File: src/rtl/alu_share_arbiter.sv
// Shares one external combinational ALU among N valid/ready requesters.
// Build option: define ALU_ARB_FIXED_PRIO_EN for fixed lowest-index priority instead of round-robin.
module alu_share_arbiter #(
   parameter int WIDTH = 32,
   parameter int N     = 2
) (
   input  logic                 clk_i,
   input  logic                 rst_i,
   input  logic [N-1:0]         req_valid_i,
   output logic [N-1:0]         req_ready_o,
   input  logic [N*WIDTH-1:0]   req_data1_i,
   input  logic [N*WIDTH-1:0]   req_data2_i,
   input  logic [4*N-1:0]       req_ctrl_i,
   output logic [N-1:0]         rsp_valid_o,
   input  logic [N-1:0]         rsp_ready_i,
   output logic [WIDTH-1:0]     rsp_data_o,
   output logic                 rsp_err_o,
   output logic [WIDTH-1:0]     alu_data1_o,
   output logic [WIDTH-1:0]     alu_data2_o,
   output logic [3:0]           alu_ctrl_o,
   input  logic [WIDTH-1:0]     alu_result_i,
   output logic                 busy_o
);

   localparam int PW = (N > 1) ? $clog2(N) : 1;
   localparam logic [3:0] CTRL_ADD = 4'b0010;

   typedef enum logic [1:0] {IDLE, ISSUE, RESP} state_t;

   state_t           state_reg, state_next;
   logic [PW-1:0]    owner_reg;
   logic             err_pend_reg;
   logic [PW-1:0]    grant_idx;
   logic             grant_any;
   logic             accept;

   logic [WIDTH-1:0] data1_arr [N];
   logic [WIDTH-1:0] data2_arr [N];
   logic [3:0]       ctrl_arr  [N];

   generate
      for (genvar gi = 0; gi < N; gi++) begin : g_unpack
         assign data1_arr[gi] = req_data1_i[gi*WIDTH +: WIDTH];
         assign data2_arr[gi] = req_data2_i[gi*WIDTH +: WIDTH];
         assign ctrl_arr[gi]  = req_ctrl_i[gi*4 +: 4];
      end
   endgenerate

   function automatic logic ctrl_legal(input logic [3:0] c);
      case (c)
         4'b0010, 4'b0110, 4'b0000, 4'b0001, 4'b0011,
         4'b1000, 4'b1001, 4'b1010, 4'b1011: return 1'b1;
         default:                            return 1'b0;
      endcase
   endfunction

`ifdef ALU_ARB_FIXED_PRIO_EN
   // Downward scan so the lowest valid index is the last (winning) assignment.
   always_comb begin
      grant_idx = '0;
      grant_any = 1'b0;
      for (int i = N - 1; i >= 0; i--) begin
         if (req_valid_i[i]) begin
            grant_idx = PW'(i);
            grant_any = 1'b1;
         end
      end
   end
`else
   logic [PW-1:0] ptr_reg;
   int            rr_idx;

   // Downward scan over offsets from ptr so the nearest requester at/after ptr wins.
   always_comb begin
      grant_idx = '0;
      grant_any = 1'b0;
      rr_idx    = 0;
      for (int i = N - 1; i >= 0; i--) begin
         rr_idx = int'(ptr_reg) + i;
         if (rr_idx >= N) rr_idx = rr_idx - N;
         if (req_valid_i[rr_idx]) begin
            grant_idx = PW'(rr_idx);
            grant_any = 1'b1;
         end
      end
   end

   always_ff @(posedge clk_i or negedge rst_i) begin
      if (!rst_i) begin
         ptr_reg <= '0;
      end else if (accept) begin
         ptr_reg <= (grant_idx == PW'(N - 1)) ? '0 : grant_idx + PW'(1);
      end
   end
`endif

   assign accept = (state_reg == IDLE) && grant_any;

   always_ff @(posedge clk_i or negedge rst_i) begin
      if (!rst_i) state_reg <= IDLE;
      else        state_reg <= state_next;
   end

   always_comb begin
      state_next = state_reg;
      case (state_reg)
         IDLE:    if (grant_any) state_next = ISSUE;
         ISSUE:   state_next = RESP;
         RESP:    if (rsp_ready_i[owner_reg]) state_next = IDLE;
         default: state_next = IDLE;
      endcase
   end

   always_comb begin
      req_ready_o = '0;
      rsp_valid_o = '0;
      busy_o      = (state_reg != IDLE);
      case (state_reg)
         IDLE:    if (grant_any) req_ready_o[grant_idx] = 1'b1;
         RESP:    rsp_valid_o[owner_reg] = 1'b1;
         default: ;
      endcase
   end

   // Operands drive the ALU straight from these registers; they hold until the next accept.
   always_ff @(posedge clk_i or negedge rst_i) begin
      if (!rst_i) begin
         alu_data1_o  <= '0;
         alu_data2_o  <= '0;
         alu_ctrl_o   <= CTRL_ADD;
         owner_reg    <= '0;
         err_pend_reg <= 1'b0;
         rsp_data_o   <= '0;
         rsp_err_o    <= 1'b0;
      end else begin
         if (accept) begin
            alu_data1_o  <= data1_arr[grant_idx];
            alu_data2_o  <= data2_arr[grant_idx];
            alu_ctrl_o   <= ctrl_legal(ctrl_arr[grant_idx]) ? ctrl_arr[grant_idx] : CTRL_ADD;
            err_pend_reg <= !ctrl_legal(ctrl_arr[grant_idx]);
            owner_reg    <= grant_idx;
         end
         if (state_reg == ISSUE) begin
            rsp_data_o <= alu_result_i;
            rsp_err_o  <= err_pend_reg;
         end
      end
   end

endmodule

File: config.mk
export PLATFORM = sky130hd
export DESIGN_NAME = alu_share_arbiter
export DESIGN_NICKNAME = d
export VERILOG_FILES = /design/src/rtl/alu_share_arbiter.sv
export SDC_FILE = /design/constraint.sdc
export NUM_CORES = 1
export LEC_CHECK = 0
export ABC_AREA = 1
export CAP_MARGIN = 15
export CORE_AREA = 2 2 108 110
export DETAILED_ROUTE_END_ITERATION = 8
export DIE_AREA = 0 0 110 112
export DONT_BUFFER_PORTS = 1
export MAX_ROUTING_LAYER = met4
export SETUP_SLACK_MARGIN = 0.05
export SLEW_MARGIN = 20
export SYNTH_ARGS = -nofsm -noshare
export SYNTH_HDL_FRONTEND = slang
export SYNTH_SLANG_ARGS = --single-unit
File: constraint.sdc
create_clock -name clk_i -period 2.66 [get_ports clk_i]
set_input_delay 0.665 -clock clk_i [delete_from_list [all_inputs] [get_ports clk_i]]
set_output_delay 0.665 -clock clk_i [all_outputs]
set_load 0.01 [all_outputs]
==> flow_summary.yaml <==
power_and_ir_drop:
  ir_drop_uv: 538
  p_per_area_mw_per_mm2: 1350
  cellLeakagePower_uw: 0.00228
floorplan:
  die_w_microns: 110
  fp-row-count: 39
  core_area_sq_mm: 0.0112
  die_area_sq_mm: 0.0123
  io_pins: 280
  start_util_pct: 40.7
  fp.dieH_microns: 112
timing:
  tightest_slew_ps: 632
  hold_violations: 0
  slew_viol_final: 0
  rsz0062_at_grt: "no"
  tns_ps: 0
  min_period_ps: 2000
  relSlewSlack_pct: 57.7
  setup_ws_ps: 660
  fin_skew_ps: 8.11
  setup_violations: 0
  period_share_pct: 75.2
  fmax_ghz: 0.500
finish:
  final_net_count: 653
  n_fill_cell: 1074
  diodes: 0
  top_regs: "alu_data1_o: 32 flops, alu_data2_o: 32 flops, rsp_data_o: 32 flops"
  drive_above_1_share_pct: 13.2
  fin_cells: 627
  area_growth_pct: 10.1
  utilization_pct: 44.8
  final_cell_area_sq_mm: 0.00501
run_status:
  status: "finished clean"
detailed_routing:
  wire_per_inst_microns: 18.8
  ant_nets: 0
  drc: 0
  drt_wl_total_mm: 11.8
  drt-initial-drc-count: 184
  vias: 3448
  dr.pass1.iters: 4
  vias_per_cell: 5.50
logic_synthesis:
  ys_ff_latch: 106
  synth.top_cell.area_share_pct: 57.7
  yosys-top-cells-count: "nand2_1, dfrtp_1, nand3_1"
  yosysUniqueCellTypes: 19
  synth_edf_count: 0
  synth_area_leaders: "dfrtp_1, nand2_1, mux2_2"
  async_flop_share_pct: 100
  synth-seq-area-share_pct: 58.3
  syn-cell-area_sq_mm: 0.00455
  netlist_instances: 487
  synth_fp_nets: 661
  avgSynthCellArea_sq_um: 9.34
  ys_dominant_reg_cell: "dfrtp_1"
  yosysMostFrequentCell: "nand2_1"
  yosysWarnings: 0
  yosys.area.top_type: "dfrtp_1"
clock_network:
  cts-root-buf: "clkbuf_16"
  cts_setup_buffers: 0
  clock_sinks: 106
  cts_made_buffers: 9
  cts_tree: "done"
  ctsHtreeMaxLevel: 3
  cts_resized: 0
  cts.path.max_buffers: 2
  cts_hold_buf: 0
  clock_latency_ps: 340
  clkSlewWorstSetupHoldPaths_ps: 70
grt:
  grt_pass1_wl_mm: 17.6
  overflow: 0
  antenna_found_initial: 0
  grt_max_degree: 107
  grtUsageTotal_pct: 19.1
  grt_pass1_vias: 3369
critical_path:
  crit_arrival_ps: 1340
  critPathCaptureType: "output port"
  required_ps: 2000
  path_max_fanout: 2
  crit_path_start_kind: "register"
  critical_path_class: "register to output port"
place:
  io_buffers: 0
  dp_slack_ps: 897
  place_hpwl_mm: 8.24
  dp_cells: 608
  place_congestion: 0.795
  placedInstanceArea_sq_mm: 0.00464
job:
  max-cap-violations: 0
min_path:
  hp-class: "input pin to async pin"
## per-stage QoR
stage / hold WS (ps) / power [uW]
2_1_floorplan: 369 / 4830
3_3_place_gp: 371 / 5260
3_5_place_dp: 371 / 5380
4_1_cts: 1.37 / 6830
5_1_grt: 1.10 / 7270
6_report: 19.0 / 6760
## kinds of logic (layout without fill, tap and decap cells)
kind of cell / after synthesis / in the layout / synth area share (%)
and+or+nand+nor: 253 / 253 / 23.1
DFF: 106 / 106 / 58.3
AOI/OAI and AO/OA: 53 / 53 / 5.99
buffers and inverters: 42 / 39 / 4.45
muxes: 33 / 33 / 8.17
## where the power goes
group	internal [uW]	switching, uW
combinational	815	1120
sequential	2430	959
clock	835	603
## path summary, 6_finish.rpt
kind / start / end / slack, ps / cells past startpoint
max reg2reg: state_reg[1] / alu_data2_o[29] / 970 / 6
min reg2reg: err_pend_reg / err_pend_reg / 510 / 2
max: state_reg[1] / req_ready_o[1] / 660 / 3
max in group asynchronous: rst_i / alu_data1_o[28] / 1470 / 1
min in group clk_i: req_data2_i[8] / alu_data2_o[8] / 440 / 2
min: rst_i / alu_data2_o[3] / 20 / 0
## worst max-delay path: stages, from the launching register on
cell and delay (ps):
dfrtp_1 380, nor2_1 230, inv_1 200, nor2_4 190
## layout make-up
| class | instances | area, sq um | share of cell area, % |
|---|---|---|---|
| tap | 143 | 179 | 3.57 |
| clock buffer | 9 | 225 | 4.49 |
| inverter | 12 | 45.0 | 0.899 |
| sequential | 106 | 2650 | 53.0 |
| multi-input combinational | 339 | 1710 | 34.1 |
| clock inverter | 7 | 101 | 2.02 |
| timing repair buffer | 11 | 100 | 2.00 |
## cells in the final DEF, fill, tap and decap left out, drive strengths merged
master and instances:
a21oi 46, a31oi 1, buf 9, bufinv 2, clkbuf 9, clkinv 2, clkinvlp 1, dfrtp 105
dfstp 1, dlygate4sd3 2, inv 14, mux2 33, nand2 150, nand3 70, nand3b 2, nor2 30
o21ai 5, o21bai 1, or2 1
## routing by layer
metal  GRT usage (%)  vias to the layer above  part of all wire (%)
met4            7.76                        0                   1.9
met5               -                        -                     0
li1                -                     1578                     -
met3            4.10                       21                   7.6
met1            22.8                     1685                    39
met2            31.1                      164                    51
Power figures use the tool's default switching activity.
